[config.mk]
export PLATFORM = sky130hd
export DESIGN_NAME = sym_serializer
export DESIGN_NICKNAME = d
export VERILOG_FILES = /design/src/rtl/sym_serializer.sv
export SDC_FILE = /design/constraint.sdc
export NUM_CORES = 1
export LEC_CHECK = 0
export ABC_AREA = 1
export ABC_CLOCK_PERIOD_IN_PS = 4000
export CORE_MARGIN = 2
export CORE_UTILIZATION = 42
export DETAILED_ROUTE_END_ITERATION = 12
export PLACE_DENSITY_LB_ADDON = 0.1
export SKIP_LAST_GASP = 1
export SLEW_MARGIN = 10
export SYNTH_ARGS = -nofsm -noshare
export SYNTH_HDL_FRONTEND = slang
export SYNTH_SLANG_ARGS = --single-unit
[constraint.sdc]
create_clock -name clk -period 4 [get_ports clk]
set_input_delay 1.2 -clock clk [delete_from_list [all_inputs] [get_ports clk]]
set_output_delay 1.2 -clock clk [all_outputs]
set_load 0.01 [all_outputs]
[src/rtl/sym_serializer.sv]
// sym_serializer: splits each accepted byte into four 2-bit symbols.
// MSB_FIRST selects whether bits [7:6] or bits [1:0] go out first.
// Optional feature macro SYM_PARITY_EN adds a fifth symbol {1'b0, ^byte}
// after the data symbols (state PAR). The default build leaves it out.
// sym/first/sym_valid come straight from flops, so a stalled symbol
// holds without any extra logic.
module sym_serializer #(
  parameter bit MSB_FIRST = 1'b1
) (
  input  logic       clk,
  input  logic       reset,
  input  logic [7:0] in_data,
  input  logic       in_valid,
  output logic       in_ready,
  output logic [1:0] sym,
  output logic       first,
  output logic       sym_valid,
  input  logic       sym_ready
);

`ifdef SYM_PARITY_EN
  typedef enum logic [1:0] {IDLE, SHIFT, PAR} state_t;
`else
  typedef enum logic [1:0] {IDLE, SHIFT} state_t;
`endif

  state_t     state_q;
  logic [1:0] idx_q;
  logic [7:0] hold_q;
  logic [1:0] sym_q;
  logic       first_q;
  logic       vld_q;

  logic       last_xfer;
  logic       accept;

  // Pick symbol i of a byte in the configured bit order.
  function automatic logic [1:0] pick(input logic [7:0] d, input logic [1:0] i);
    logic [1:0] s;
    if (MSB_FIRST) begin
      case (i)
        2'd0:    s = d[7:6];
        2'd1:    s = d[5:4];
        2'd2:    s = d[3:2];
        default: s = d[1:0];
      endcase
    end else begin
      case (i)
        2'd0:    s = d[1:0];
        2'd1:    s = d[3:2];
        2'd2:    s = d[5:4];
        default: s = d[7:6];
      endcase
    end
    return s;
  endfunction

  // The final symbol of a byte is leaving this cycle, so a new byte can
  // load on the same edge with no bubble.
  always_comb begin
`ifdef SYM_PARITY_EN
    last_xfer = (state_q == PAR) && sym_ready;
`else
    last_xfer = (state_q == SHIFT) && (idx_q == 2'd3) && sym_ready;
`endif
  end

  assign in_ready  = reset || (state_q == IDLE) || last_xfer;
  assign accept    = in_valid && in_ready;

  assign sym       = sym_q;
  assign first     = first_q;
  assign sym_valid = vld_q;

  // Serializer FSM with registered symbol outputs.
  always_ff @(posedge clk or posedge reset) begin
    if (reset) begin
      state_q <= IDLE;
      idx_q   <= 2'd0;
      hold_q  <= 8'h00;
      sym_q   <= 2'b00;
      first_q <= 1'b0;
      vld_q   <= 1'b0;
    end else if (accept) begin
      // accept is only possible in IDLE or on the last transfer, so a new
      // byte always restarts at index 0 regardless of the current state.
      state_q <= SHIFT;
      idx_q   <= 2'd0;
      hold_q  <= in_data;
      sym_q   <= pick(in_data, 2'd0);
      first_q <= 1'b1;
      vld_q   <= 1'b1;
    end else begin
      case (state_q)
        SHIFT: begin
          if (sym_ready) begin
            if (idx_q != 2'd3) begin
              idx_q   <= idx_q + 2'd1;
              sym_q   <= pick(hold_q, idx_q + 2'd1);
              first_q <= 1'b0;
            end else begin
`ifdef SYM_PARITY_EN
              state_q <= PAR;
              sym_q   <= {1'b0, ^hold_q};
              first_q <= 1'b0;
`else
              state_q <= IDLE;
              sym_q   <= 2'b00;
              first_q <= 1'b0;
              vld_q   <= 1'b0;
`endif
            end
          end
        end
`ifdef SYM_PARITY_EN
        PAR: begin
          if (sym_ready) begin
            state_q <= IDLE;
            sym_q   <= 2'b00;
            first_q <= 1'b0;
            vld_q   <= 1'b0;
          end
        end
`endif
        default: begin
          state_q <= IDLE;
        end
      endcase
    end
  end

endmodule

======== Yosys cells after proc, flatten, opt, wreduce, memory -nomap -nowiden ========
Cells that the tools add are included.
operators by class
  equal/unequal tests ..................... 8
  multiplexer cells ....................... 20
  add/sub/neg operators ................... 1
  reductions and logical operators ........ 14
operator list
  cell                   number
  $mux W2                12
  $mux W1                7
  $ne A3 B3 Y1 const B   2
  $pmux W2 S3            1
  $reduce_and A3 Y1      2
  $reduce_bool A2 Y1     3
  $eq A2 B1 Y1 const B   2
  $eq A2 B2 Y1 const B   2
  $logic_not A2 Y1       2
  $ne A2 B2 Y1 const B   2
  $reduce_and A2 Y1      2
  $logic_and A1 B1 Y1    3
  $add A2 B1 Y2 const B  1
  $logic_or A1 B1 Y1     2
storage, ports and cells
  input bits .............................. 12
  bits in registers ....................... 16
  output and inout port bits .............. 5
  logic and storage cells ................. 49

======== Depth between registers and ports, before layout ========
  depth after elaboration ................. 7
  mapped depth ............................ 8
  depth with buffers taken out ............ 8

======== Least setup slack after synthesis ========
Ideal clock, no wire load.
  path kind ............................... input-to-output
  from .................................... in reset
  to ...................................... out in_ready
  slack ................................... 1039 ps
  path buffers ............................ 0
  stages on the path ...................... 2
  required time ........................... 2800 ps
  arrival time ............................ 1761 ps
  cell sequence ........................... inv_1 -> nand3_2
on the way
  cells in the longest elaborated chain, start to end .. 2
ends and longest elaborated chain
  element                          line  text
  start, declared                  11    input logic reset,
  $logic_or A1 B1 Y1 (2 in a row)  68    assign in_ready = reset || (state_q == IDLE) || last_xfer;
  end, declared                    14    output logic in_ready,
No other way between the ends.

======== Final worst setup path ========
  from .................................... in sym_ready
  to ...................................... out in_ready
on the way
  cells in the longest elaborated chain, start to end .. 2
ends and longest elaborated chain
  element              line  text
  start, declared      18    input logic sym_ready
  $logic_and A1 B1 Y1  64    last_xfer = (state_q == SHIFT) && (idx_q == 2'd3) && sym_ready;
  $logic_or A1 B1 Y1   68
No other way between the ends.

==> flow_summary_export.csv <==
group,metric,value,unit
worst_setup_path,cp-start-kind,"primary input",
global_route,grt_pass1_wl,2460,µm
synthesis,yosysMostFrequentCell,"nand2_1",
sta,hold_ws,484,ps
detailed_routing,wire_per_inst,11.3,µm
global_route,grtUsageTotal,16.6,%
die,die_w,45.9,µm
die,dieHeight,45.9,µm
worst_setup_path,cp.required,2800,ps
sta,finalWorstSetupSlack,366,ps
clock_network,clk_latency,290,ps
pwr,irDropWorstVdd,0.226,mV
synthesis,netlist-cell-type-count,15,
worst_setup_path,cpMaxStageDelayCell,"clkdlybuf4s50_1",
synthesis,yosysWarnings,0,
detailed_routing,route.antenna.remaining_nets,0,
placed_design,dp_hpwl,1030,µm
detailed_routing,drc,0,
pwr,total_power,508,µW
sta,fin_skew,1.68,ps
clock_network,cts_root_buffer,"clkbuf_4",
clock_network,cts_hold_buf,0,
clock_network,clockBufferDepth,2,
placed_design,place_area,916,µm²
pwr,internal_power,323,µW
clock_network,post_cts_buffers,0,
pwr,p_clk_share,17.7,%
sta,setup_violations,0,
clock_network,htree_levels,1,
worst_setup_path,worstPathMaxFanout,3,
sta,min_period_over_period,90.8,%
pwr,swShare,36.4,%
synthesis,synth_area_per_cell,8.39,µm²
global_route,grt_overflow_total,0,
finish,synthToLayoutAreaGrowth,27.8,%
worst_setup_path,cp-end-kind,"output pin",
synthesis,yosys.area.top_type,"dfrtp_1",
worst_setup_path,crit_chain,"clkdlybuf4s50_1 -> nand2_2 -> nand3_2 -> clkdlybuf4s50_1",
global_route,grt_pass1_vias,598,
sta,slew_headroom,86.9,%
synthesis,ys.flop_type,"dfrtp_1",
synthesis,syn_nets,104,
global_route,antenna_found_initial,0,
placed_design,place.gp.congestion,0.713,
detailed_routing,vias,611,
finish,fin_nets,125,
min_path,hold_path.class,"reg -> reg",
synthesis,ys_top_cells_by_area,"dfrtp_1 51%, nand2_1 21%, ha_1 6.8%",
synthesis,synth_cells,88,
placed_design,port_buffers,16,
synthesis,ys_async_sr_fraction,100,%
finish,fill_cells,178,
pwr,pwr-share-comb,38.2,%
synthesis,seq_area_frac_synth,50.8,%
die,coreArea,0.00169,mm²
die,dieArea,0.00211,mm²
die,io_pins,17,
synthesis,synth-seq-cells,15,
synthesis,synth_top_cells_by_count,"42 x nand2_1, 15 x dfrtp_1, 7 x inv_1, 7 x nand3_1, 4 x ha_1",
global_route,grt_max_degree,16,
sta,hold_violations,0,
clock_network,cts_sinks,15,
sta,slew_viol_final,0,
worst_setup_path,critPathMaxStageDelay,540,ps
placed_design,dp_slack,367,ps
finish,drive_gt1_share,11.1,%
finish,fin_area,943,µm²
pwr,p_leak,0.492,nW
synthesis,mappedNetlistArea,738,µm²
sta,tns,0,ps
synthesis,yosys.area.top_type_share,50.8,%
detailed_routing,wl,1410,µm
detailed_routing,first_pass_iters,5,
clock_network,cts_resized,0,
synthesis,synth_edf_count,0,
worst_setup_path,worst_path_most_repeated_cell,"clkdlybuf4s50_1",
pwr,power_frac_seq,44.1,%
worst_setup_path,crit_type,"in -> out",
die,start_util,43.7,%
sta,rsz0062_at_grt,"false",
clock_network,clkTransAtPathRegs,90,ps
outcome,status,"complete, no violations",
sta,fmax,0.275,GHz
sta,period_needed,3630,ps
detailed_routing,drt_iter0_markers,6,
pwr,cellPowerDensity,538,mW/mm²
pwr,p_switching,185,µW
die,fp-row-count,15,
worst_setup_path,arrival,2430,ps
sta,worst_pin_slew,197,ps
detailed_routing,viasPerCell,4.89,
clock_network,cts_buffers,3,
finish,num_antenna_cells,0,
flow_run,maxCapViolations,0,
clock_network,tritoncts,"built",
==> path summary, 6_finish.rpt <==
path	from	to	slack, ps	depth (start not counted)
setup / recovery	sym_ready	in_ready	370	4
hold / removal	first$_DFFE_PP0P_	first$_DFFE_PP0P_	480	2
setup reg to reg	idx_q[0]$_DFFE_PP0P_	sym[0]$_DFFE_PP0P_	2580	7
hold reg to reg	first$_DFFE_PP0P_	first$_DFFE_PP0P_	480	2
max in group asynchronous	reset	hold_q[7]$_DFFE_PP0P_	2580	3
min in group asynchronous	reset	idx_q[1]$_DFFE_PP0P_	1250	3
==> per-layer routing <==
metal / vias to the layer above / track usage, % / wire length (µm)
li1: 309 / - / -
met1: 282 / 21.8 / 644
met2: 16 / 26.4 / 684
met3: 4 / 2.38 / 59
met4: 0 / 8.57 / 25
met5: - / 0 / 0
==> through the flow <==
step,std cells,utilization [%]
after detailed placement,121,54.2
after global placement,121,54.2
after global routing,125,55.9
final,125,55.9
after floorplan,88,-
after CTS,125,55.9
==> cells by family (layout without fill, tap and decap cells) <==
family	Yosys count	count (layout)	synth area share [%]
xor gates and xnor gates	1	1	1.19
and+or+nand+nor	55	55	32.0
adders and majority gates	4	4	6.78
buffers and inverters	9	29	5.93
DFF	15	15	50.8
AOI/OAI and AO/OA	4	4	3.22
==> power by group through the flow <==
| stage | clock, mW | sequential [mW] | combinational, mW |
|---|---|---|---|
| 2_1_floorplan | 0 | 0.228 | 0.119 |
| 3_3_place_gp | 0 | 0.226 | 0.189 |
| 3_5_place_dp | 0 | 0.228 | 0.193 |
| 4_1_cts | 0.0945 | 0.225 | 0.196 |
| 5_1_grt | 0.0969 | 0.231 | 0.224 |
| 6_report | 0.0897 | 0.224 | 0.194 |
==> sequential cells by signal (all words and copies together) (netlist names) <==
register	count
sym	2
hold_q	8
first	1
sym_valid	1
state_q	1
idx_q	2
==> area by class of cell <==
class	count	area (µm²)	area share, %
clock inverter	1	5.00	0.531
inverter	8	32.5	3.45
clock buffer	3	22.5	2.39
timing repair buffer	17	168	17.8
tap	17	21.3	2.25
sequential	15	375	39.8
multi-input combinational	64	319	33.8
==> critical path: cells and delay by family <==
| family | cells | cell delay, ps |
|---|---|---|
| simple gates | 2 | 180 |
| buf+inv | 2 | 1050 |
==> layout by cell type (no fill, tap or decap), drive strengths merged, types with 2 or more instances in the layout <==
cell	Yosys	routed
nand2	46	46
clkbuf	0	3
ha	4	4
o21ai	2	2
dfrtp	15	15
clkdlybuf4s50	0	16
inv	8	8
nand3	8	8
Power figures use the tool's default switching activity.
